### src/rtl/accel_host_pkg.sv
// Shared definitions for the accelerator host initiator: default sizing and
// the 2-bit FSM state encodings.
package accel_host_pkg;

  localparam int DEF_DATA_W  = 16;
  localparam int DEF_DEPTH   = 4;
  localparam int DEF_TIMEOUT = 64;

  localparam logic [1:0] ST_IDLE  = 2'd0;
  localparam logic [1:0] ST_ISSUE = 2'd1;
  localparam logic [1:0] ST_WAIT  = 2'd2;
  localparam logic [1:0] ST_RESP  = 2'd3;

  typedef enum logic [1:0] {
    IDLE  = ST_IDLE,
    ISSUE = ST_ISSUE,
    WAIT  = ST_WAIT,
    RESP  = ST_RESP
  } state_e;

endpackage

### src/rtl/job_fifo.sv
// Circular job buffer; pointers carry one extra MSB so that full and empty
// are told apart without a separate occupancy counter.
module job_fifo
  import accel_host_pkg::*;
#(
  parameter int DATA_W = DEF_DATA_W,
  parameter int DEPTH  = DEF_DEPTH
) (
  input  logic              clk,
  input  logic              rst,
  input  logic              push,
  input  logic              pop,
  input  logic [DATA_W-1:0] wdata,
  output logic [DATA_W-1:0] rdata,
  output logic              full,
  output logic              empty
);

  localparam int          AW      = $clog2(DEPTH);
  localparam logic [AW:0] PTR_ONE = (AW+1)'(1);

  logic [AW:0]       wr_ptr;
  logic [AW:0]       rd_ptr;
  logic [DATA_W-1:0] mem [DEPTH];
  logic              do_push;
  logic              do_pop;

  assign full    = (wr_ptr[AW] != rd_ptr[AW]) && (wr_ptr[AW-1:0] == rd_ptr[AW-1:0]);
  assign empty   = (wr_ptr == rd_ptr);
  assign do_push = push && !full;
  assign do_pop  = pop && !empty;
  assign rdata   = mem[rd_ptr[AW-1:0]];

  // NOTE: non-blocking assignments for all clocked state so every register
  // samples the pre-edge value of its neighbours, independent of block order.
  always_ff @(posedge clk or posedge rst) begin
    if (rst) begin
      wr_ptr <= '0;
      rd_ptr <= '0;
    end else begin
      if (do_push) wr_ptr <= wr_ptr + PTR_ONE;
      if (do_pop)  rd_ptr <= rd_ptr + PTR_ONE;
    end
  end

  // NOTE: storage is not reset; an entry is only ever read after it has been
  // written, and leaving it out of reset keeps it a plain RAM array.
  always_ff @(posedge clk) begin
    if (do_push) mem[wr_ptr[AW-1:0]] <= wdata;
  end

endmodule

### src/rtl/accel_host.sv
// Host-side start/done initiator: queues jobs, issues one start pulse per
// job, waits for done or a timeout, and returns the result on valid/ready.
module accel_host
  import accel_host_pkg::*;
#(
  parameter int DATA_W  = DEF_DATA_W,
  parameter int DEPTH   = DEF_DEPTH,
  parameter int TIMEOUT = DEF_TIMEOUT
) (
  input  logic              clk,
  input  logic              rst,
  input  logic              in_valid,
  output logic              in_ready,
  input  logic [DATA_W-1:0] in_data,
  output logic              acc_start,
  output logic [DATA_W-1:0] acc_data,
  input  logic              acc_done,
  input  logic [DATA_W-1:0] acc_result,
  output logic              out_valid,
  input  logic              out_ready,
  output logic [DATA_W-1:0] out_data,
  output logic              out_timeout,
  output logic              busy
);

  localparam int               CNT_W    = $clog2(TIMEOUT + 1);
  localparam logic [CNT_W-1:0] CNT_LAST = CNT_W'(TIMEOUT - 1);
  localparam logic [CNT_W-1:0] CNT_ONE  = CNT_W'(1);

  state_e            state;
  state_e            state_nxt;
  logic [CNT_W-1:0]  cnt;
  logic              pop;
  logic              push;
  logic              fifo_full;
  logic              fifo_empty;
  logic [DATA_W-1:0] fifo_rdata;

  // Ready depends on the registered full flag only, never on this cycle's pop.
  assign in_ready = !fifo_full;
  assign push     = in_valid && in_ready;
  assign busy     = (state != IDLE) || !fifo_empty;

  job_fifo #(
    .DATA_W (DATA_W),
    .DEPTH  (DEPTH)
  ) u_job_fifo (
    .clk   (clk),
    .rst   (rst),
    .push  (push),
    .pop   (pop),
    .wdata (in_data),
    .rdata (fifo_rdata),
    .full  (fifo_full),
    .empty (fifo_empty)
  );

  always_ff @(posedge clk or posedge rst) begin
    if (rst) state <= IDLE;
    else     state <= state_nxt;
  end

  always_comb begin
    // NOTE: every output of this block gets a default before the case so no
    // path leaves it unassigned, which would otherwise infer a latch.
    state_nxt = state;
    pop       = 1'b0;
    unique case (state)
      IDLE: begin
        if (!fifo_empty) begin
          pop       = 1'b1;
          state_nxt = ISSUE;
        end
      end
      ISSUE: state_nxt = WAIT;
      WAIT:  if (acc_done || (cnt == CNT_LAST)) state_nxt = RESP;
      RESP:  if (out_ready) state_nxt = IDLE;
      default: state_nxt = IDLE;
    endcase
  end

  // Start pulse and operand are registered on the pop, so they appear
  // together in the ISSUE cycle; done outside WAIT is never looked at.
  always_ff @(posedge clk or posedge rst) begin
    if (rst) begin
      acc_start   <= 1'b0;
      acc_data    <= '0;
      cnt         <= '0;
      out_valid   <= 1'b0;
      out_data    <= '0;
      out_timeout <= 1'b0;
    end else begin
      acc_start <= pop;
      if (pop) acc_data <= fifo_rdata;
      case (state)
        ISSUE: cnt <= '0;
        WAIT: begin
          if (acc_done) begin
            out_data    <= acc_result;
            out_timeout <= 1'b0;
            out_valid   <= 1'b1;
          end else if (cnt == CNT_LAST) begin
            out_data    <= '0;
            out_timeout <= 1'b1;
            out_valid   <= 1'b1;
          end else begin
            cnt <= cnt + CNT_ONE;
          end
        end
        RESP: if (out_ready) out_valid <= 1'b0;
        default: ;
      endcase
    end
  end

endmodule

### config.mk
export PLATFORM = sky130hd
export DESIGN_NAME = accel_host
export DESIGN_NICKNAME = d
export VERILOG_FILES = /design/src/rtl/accel_host_pkg.sv /design/src/rtl/job_fifo.sv /design/src/rtl/accel_host.sv
export SDC_FILE = /design/constraint.sdc
export NUM_CORES = 1
export LEC_CHECK = 0
export ABC_AREA = 1
export BUFFER_PORTS_ARGS = -buffer_cell sky130_fd_sc_hd__buf_2
export CAP_MARGIN = 0
export CORE_MARGIN = 5
export CORE_UTILIZATION = 35
export DETAILED_ROUTE_END_ITERATION = 10
export HOLD_SLACK_MARGIN = 0.03
export PLACE_DENSITY = 0.62
export SLEW_MARGIN = 25
export SYNTH_ARGS = -nofsm -noshare
export SYNTH_HDL_FRONTEND = slang
export SYNTH_SLANG_ARGS = --single-unit
### constraint.sdc
create_clock -name clk -period 3.15 [get_ports clk]
set_input_delay 0.1575 -clock clk [delete_from_list [all_inputs] [get_ports clk]]
set_output_delay 0.1575 -clock clk [all_outputs]
set_load 0.01 [all_outputs]
==> results.cfg, run 1 <==
[die]
die_w_um = 126
io_pins = 74
fp.dieH_um = 126
start_util_pct = 35.5
dieArea_um2 = 15800
design.core.area_um2 = 13200
num_rows = 42

[pwr]
leakagePower_uw = 0.00274
ir_drop_v = 0.000526
power_density_nw_per_um2 = 1010

[final_layout]
multiInputGateArea_um2 = 1310
drive_gt1_share_pct = 22.1
register_area_um2 = 3170
nNetsFinal = 588
area_delta_synth_final_pct = 31.7
num_antenna_cells = 0
design_area_um2 = 6170
fill_cells = 1191

[cts]
cts.sinks = 114
cts_made_buffers = 17
cts_setup_buffers = 0
clkTransAtPathRegs_ns = 0.05
worstSkewPairLatency_ns = 0.40
cts_tree = done
ctsResizeCount = 0
root_buffer = clkbuf_16
cts_htree_levels = 4
clockBufferDepth = 2

[timing]
drv_slew = 0
skew_ns = 0.00822
relSlewSlack_pct = 37.2
rsz0062_at_grt = false
finalHoldViolations = 0
tightest_slew_ns = 0.941
max_freq_mhz = 481
finalCritPeriodShare_pct = 66.0
setup_viol = 0
tns_ns = 0
fin_hold_ws_ns = 0.175
min_period_ns = 2.08

[logic_synthesis]
yosysMostFrequentCell = nand2_1
synthArstFlopShare_pct = 43.9
synth_top_area_share_pct = 41.0
syn-num-nets = 474
netlist_top_cells_count = nand2_1 (113), edfxtp_1 (64), dfrtp_1 (50), o21ai_0 (41), nor2_1 (40)
synth_top_flop_cell = edfxtp_1
synthTopCellsByArea = edfxtp_1 (41%), dfrtp_1 (27%), nand2_1 (9.1%)
yosysTopAreaCell = edfxtp_1
ys_seq_area_share_pct = 67.7
synth_cell_types = 28
synthCells = 426
synth.avg_cell_area_um2 = 11.0
yosys_warnings = 0
synth_area_um2 = 4690
ys_ff_latch = 114
synth_edf_count = 64

[worst_setup_path]
start_kind = register
end_kind = register
cp_slowest_stage_delay_ns = 0.58
worstPathRequired_ns = 3.44
crit_fanout = 19
worstSetupPathType = register to register
crit_buf_inv = 2
cp_data_arrival_time_ns = 2.37
crit_family = simple AND/OR/NAND/NOR gates
crit_chain = inv_1 > ha_1 > nand3_1 > inv_1 > nand2_1 > nand2_1 > nor2_1
critPathSlowestCell = ha_1

[route]
remaining_drc_errors = 0
first_pass_iters = 4
drt-initial-drc-count = 218
routedWlPerCell_um = 14.1
antenna_left = 0
via_per_inst = 4.69
num_vias = 3417
wl_mm = 10.3

[placed_design]
hpwlAfterDp_mm = 6.67
placed_area_um2 = 5210
port_buffers = 73
gp_congestion = 0.756

[global_routing]
grt_pass1_wl_mm = 17.0
grt_pass1_vias = 3406
antenna_found_initial = 0
busiest_layer = met2
grt_usage_pct = 13.5
met1_usage_pct = 16.3
use_met2_pct = 22.4
grt_overflow_total = 0
grt_util_met3_pct = 5.08
grt_max_degree = 51

[flow_run]
maxCapViolCount = 0

[worst_hold_path]
hold_path_class = primary input to register

[outcome]
status = finished, final reports clean
## stage by stage
step	setup WS, ns	util [%]	instances	total power [µW]
after floorplan	1.05	-	426	3640
after global placement	1.17	39.5	663	4190
after detailed placement	1.07	39.5	663	4240
after CTS	1.09	46.7	728	6290
after global routing	0.812	46.8	729	6650
final	1.07	46.8	729	6210
## worst reg2reg max path: cells and delay by family (launching register included)
family | cells | cell delay (ns)
DFF | 1 | 0.41
and+or+nand+nor | 4 | 0.62
adders and majority gates | 1 | 0.58
buffers and inverters | 2 | 0.36
## registers in the layout, indices dropped and copies added, names as in the netlist
register and cells:
u_job_fifo.wr_ptr 3, u_job_fifo.mem 64, out_timeout 1, u_job_fifo.rd_ptr 3, out_valid 1, acc_start 1
out_data 16, cnt 7, state 2, acc_data 16
## path summary, 6_finish.rpt
path                       cells after the start                        to                     start  slack, ns
max                                            7        cnt[3]$_DFFE_PP0P_      state[0]$_DFFE_PP0P_       1.07
min                                            3   out_data[2]$_DFFE_PP0P_                  acc_done       0.17
max reg2reg                                    7        cnt[3]$_DFFE_PP0P_      state[0]$_DFFE_PP0P_       1.07
min reg2reg                                    2  out_data[11]$_DFFE_PP0P_  out_data[11]$_DFFE_PP0P_       0.47
max in group asynchronous                      3        cnt[1]$_DFFE_PP0P_                       rst       2.19
min in group asynchronous                      3   acc_data[4]$_DFFE_PP0P_                       rst       0.44
## area by class of cell
cell class | instances | area share (%)
Tap cell | 176 | 3.57
Clock inverter | 9 | 2.51
Multi-Input combinational cell | 270 | 21.2
Timing Repair Buffer | 113 | 12.2
Inverter | 24 | 1.52
Sequential cell | 114 | 51.4
Clock buffer | 23 | 7.58
## per-layer routing
metal / vias up / routed length [µm]
met3: 12 / 725
met5: - / 0
met1: 1622 / 4340
met4: 0 / 119
li1: 1671 / -
met2: 112 / 5080
## placed cells by master, fill, tap and decap left out, types with 16 or more instances in the layout
master         instances
nand3_1               26
o21ai_0               41
edfxtp_1              64
dfrtp_1               50
o22ai_1               16
nor2_1                40
inv_1                 20
dlygate4sd3_1         34
clkbuf_16             17
buf_2                 73
nand2_1              113
## logic make-up (layout without fill, tap and decap cells)
logic type	after synthesis	count (layout)	synth area share (%)
AO/OA/AOI/OAI	61	61	6.97
buffers and inverters	42	169	4.33
XOR/XNOR	4	4	0.908
flip-flops	114	114	67.7
AND/OR/NAND/NOR	194	194	17.1
adder cells (fa/ha/maj)	11	11	2.94
## what timing repair did
| item | 4_1_cts | 5_1_grt |
|---|---|---|
| setup endpoints to repair | 0 | 0 |
| endpoints found under the hold margin | 82 | 50 |
| hold buffers | 33 | 1 |
## power breakdown
group / switching, µW / total [µW] / internal [µW]
registers: 238 / 2300 / 2060
logic: 1250 / 1930 / 679
clock network: 619 / 1980 / 1360
Note: power is estimated with default switching activity, not from simulation.
==> run 2: changes to the inputs <==
==> constraint.sdc (replaced) <==
create_clock -name clk -period 2.15 [get_ports clk]
set_input_delay 0.1075 -clock clk [delete_from_list [all_inputs] [get_ports clk]]
set_output_delay 0.1075 -clock clk [all_outputs]
set_load 0.01 [all_outputs]
==> run 2 against run 1 <==
Against the previous run:
- sequential cell count stayed put
- sequential power is 45% higher
- utilization is 0.71 points higher
- routed wire length is 3.3% higher
- sequential share of layout area is 0.77 points lower
- largest power group unchanged
- first-iteration DRC count is 3.2% higher
- final cell count is 0.69% higher
- global-route usage is 0.64 points higher
- register-to-register slack worse by 0.60 ns
- non-clock buffer count is 5 higher
- combinational power is 52% higher
- critical path depth is 3 lower
- largest cell class unchanged
==> results.cfg, run 2 (synthesis results as in run 1) <==
[global_routing]
grt_overflow_total = 0
grt_pass1_wl_mm = 17.7
grt_max_degree = 35
antenna_found_initial = 0
grt_usage_pct = 14.2
grt_pass1_vias = 3536

[worst_setup_path]
worstPathRequired_ns = 2.04
crit_fanout = 4
cp_data_arrival_time_ns = 1.58
end_kind = primary output
worstSetupPathType = register to primary output
start_kind = register

[pwr]
p_comb_share_pct = 31.2
sw_frac_of_total_pct = 33.2
power_density_nw_per_um2 = 1500
intPower_uw = 6290
switching_power_uw = 3130
clkPwrFrac_pct = 33.4
leakagePower_uw = 0.00278
p_seq_share_pct = 35.4
ir_drop_v = 0.000598

[final_layout]
fill_cells = 1196
nNetsFinal = 593
final_cell_mix = nand2_1 (113), buf_2 (73), edfxtp_1 (64)
largest_register_ffs = 64
drive_gt1_share_pct = 22.8
utilization_pct = 47.5
final_common_cell = nand2_1
area_delta_synth_final_pct = 33.7
design_area_um2 = 6260
num_antenna_cells = 0

[route]
routedWlPerCell_um = 14.4
first_pass_iters = 6
antenna_left = 0
num_vias = 3452
wl_mm = 10.6
drt-initial-drc-count = 225
via_per_inst = 4.70
remaining_drc_errors = 0

[placed_design]
gp_congestion = 0.766
pre_cts_slack_ns = 0.479
placed_area_um2 = 5260
port_buffers = 73
hpwlAfterDp_mm = 7.07

[die]
start_util_pct = 35.5
design.core.area_um2 = 13200
num_rows = 42
fp.dieH_um = 126
dieArea_um2 = 15800
io_pins = 74
die_w_um = 126

[cts]
cts_htree_levels = 4
cts_tree = done
clkTransAtPathRegs_ns = 0.05
clockBufferDepth = 2
cts.sinks = 114
worstSkewPairLatency_ns = 0.41
cts_made_buffers = 17
root_buffer = clkbuf_16

[timing]
drv_slew = 0
min_period_ns = 1.69
setup_viol = 0
relSlewSlack_pct = 63.3
finalHoldViolations = 0
tightest_slew_ns = 0.549
fin_ws_ns = 0.463
rsz0062_at_grt = false
skew_ns = 0.00839
finalCritPeriodShare_pct = 78.5
max_freq_mhz = 593
tns_ns = 0

[flow_run]
maxCapViolCount = 0

[outcome]
status = finished, final reports clean

[worst_hold_path]
hold_path_class = primary input to register
==> run 2: cell types whose count changed in the layout (fill, tap and decap cells not counted), sizes merged <==
cell / before / now
clkinv: 5 / 3
inv: 23 / 24
clkbuf: 23 / 21
bufinv: 4 / 6
clkinvlp: 1 / 2
buf: 79 / 84
==> run 2: per-stage QoR <==
step | total power [µW] | hold WS (ns) | std cells
2_1_floorplan | 5330 | 0.206 | 426
3_3_place_gp | 6190 | 0.186 | 668
3_5_place_dp | 6290 | 0.199 | 668
4_1_cts | 9540 | 0.0834 | 734
5_1_grt | 10000 | 0.119 | 734
6_report | 9420 | 0.105 | 734
==> run 2: worst paths after layout <==
check	from	endpoint	slack (ns)	depth (start not counted)
setup / recovery	state[0]$_DFFE_PP0P_	busy	0.46	4
hold / removal	out_ready	state[0]$_DFFE_PP0P_	0.10	4
setup reg to reg	cnt[0]$_DFFE_PP0P_	cnt[3]$_DFFE_PP0P_	0.47	9
hold reg to reg	out_data[2]$_DFFE_PP0P_	out_data[2]$_DFFE_PP0P_	0.46	2
max in group asynchronous	rst	u_job_fifo.rd_ptr[2]$_DFFE_PP0P_	1.32	4
min in group asynchronous	rst	out_data[0]$_DFFE_PP0P_	0.30	3
==> run 2: power by group through the flow <==
stage / Combinational [µW] / Sequential [µW] / Clock [µW]
floorplan: 1850 / 3480 / 0
global placement: 2830 / 3350 / 0
detailed placement: 2910 / 3380 / 0
CTS: 2980 / 3340 / 3220
global route: 3320 / 3410 / 3310
finish: 2940 / 3340 / 3150
==> run 2: worst max-delay path: stages (launching register included) <==
cell and delay [ns]:
dfrtp_1 0.41, inv_1 0.11, ha_1 0.20, nand4_1 0.23, buf_2 0.22
==> run 2: repair_timing <==
item | CTS | global route
setup buffers | 0 | 0
resized for setup | 0 | 0
hold endpoints to repair | 106 | 0
hold buffers | 34 | 0
==> run 2: layout make-up <==
cell class	instances	area, µm²	share of cell area, %
inverters	24	92.6	1.48
multi-input cells	270	1310	20.9
flip-flops and latches	114	3170	50.6
repair buffers	118	801	12.8
well taps	176	220	3.52
clock buffers	21	460	7.35
clock inverters	11	208	3.32
==> run 2: routing by layer <==
metal | global-route usage (%) | part of all wire (%)
met5 | 0 | 0
met4 | 6.06 | 1.7
met3 | 4.74 | 5.4
met2 | 23.1 | 49
met1 | 17.3 | 44
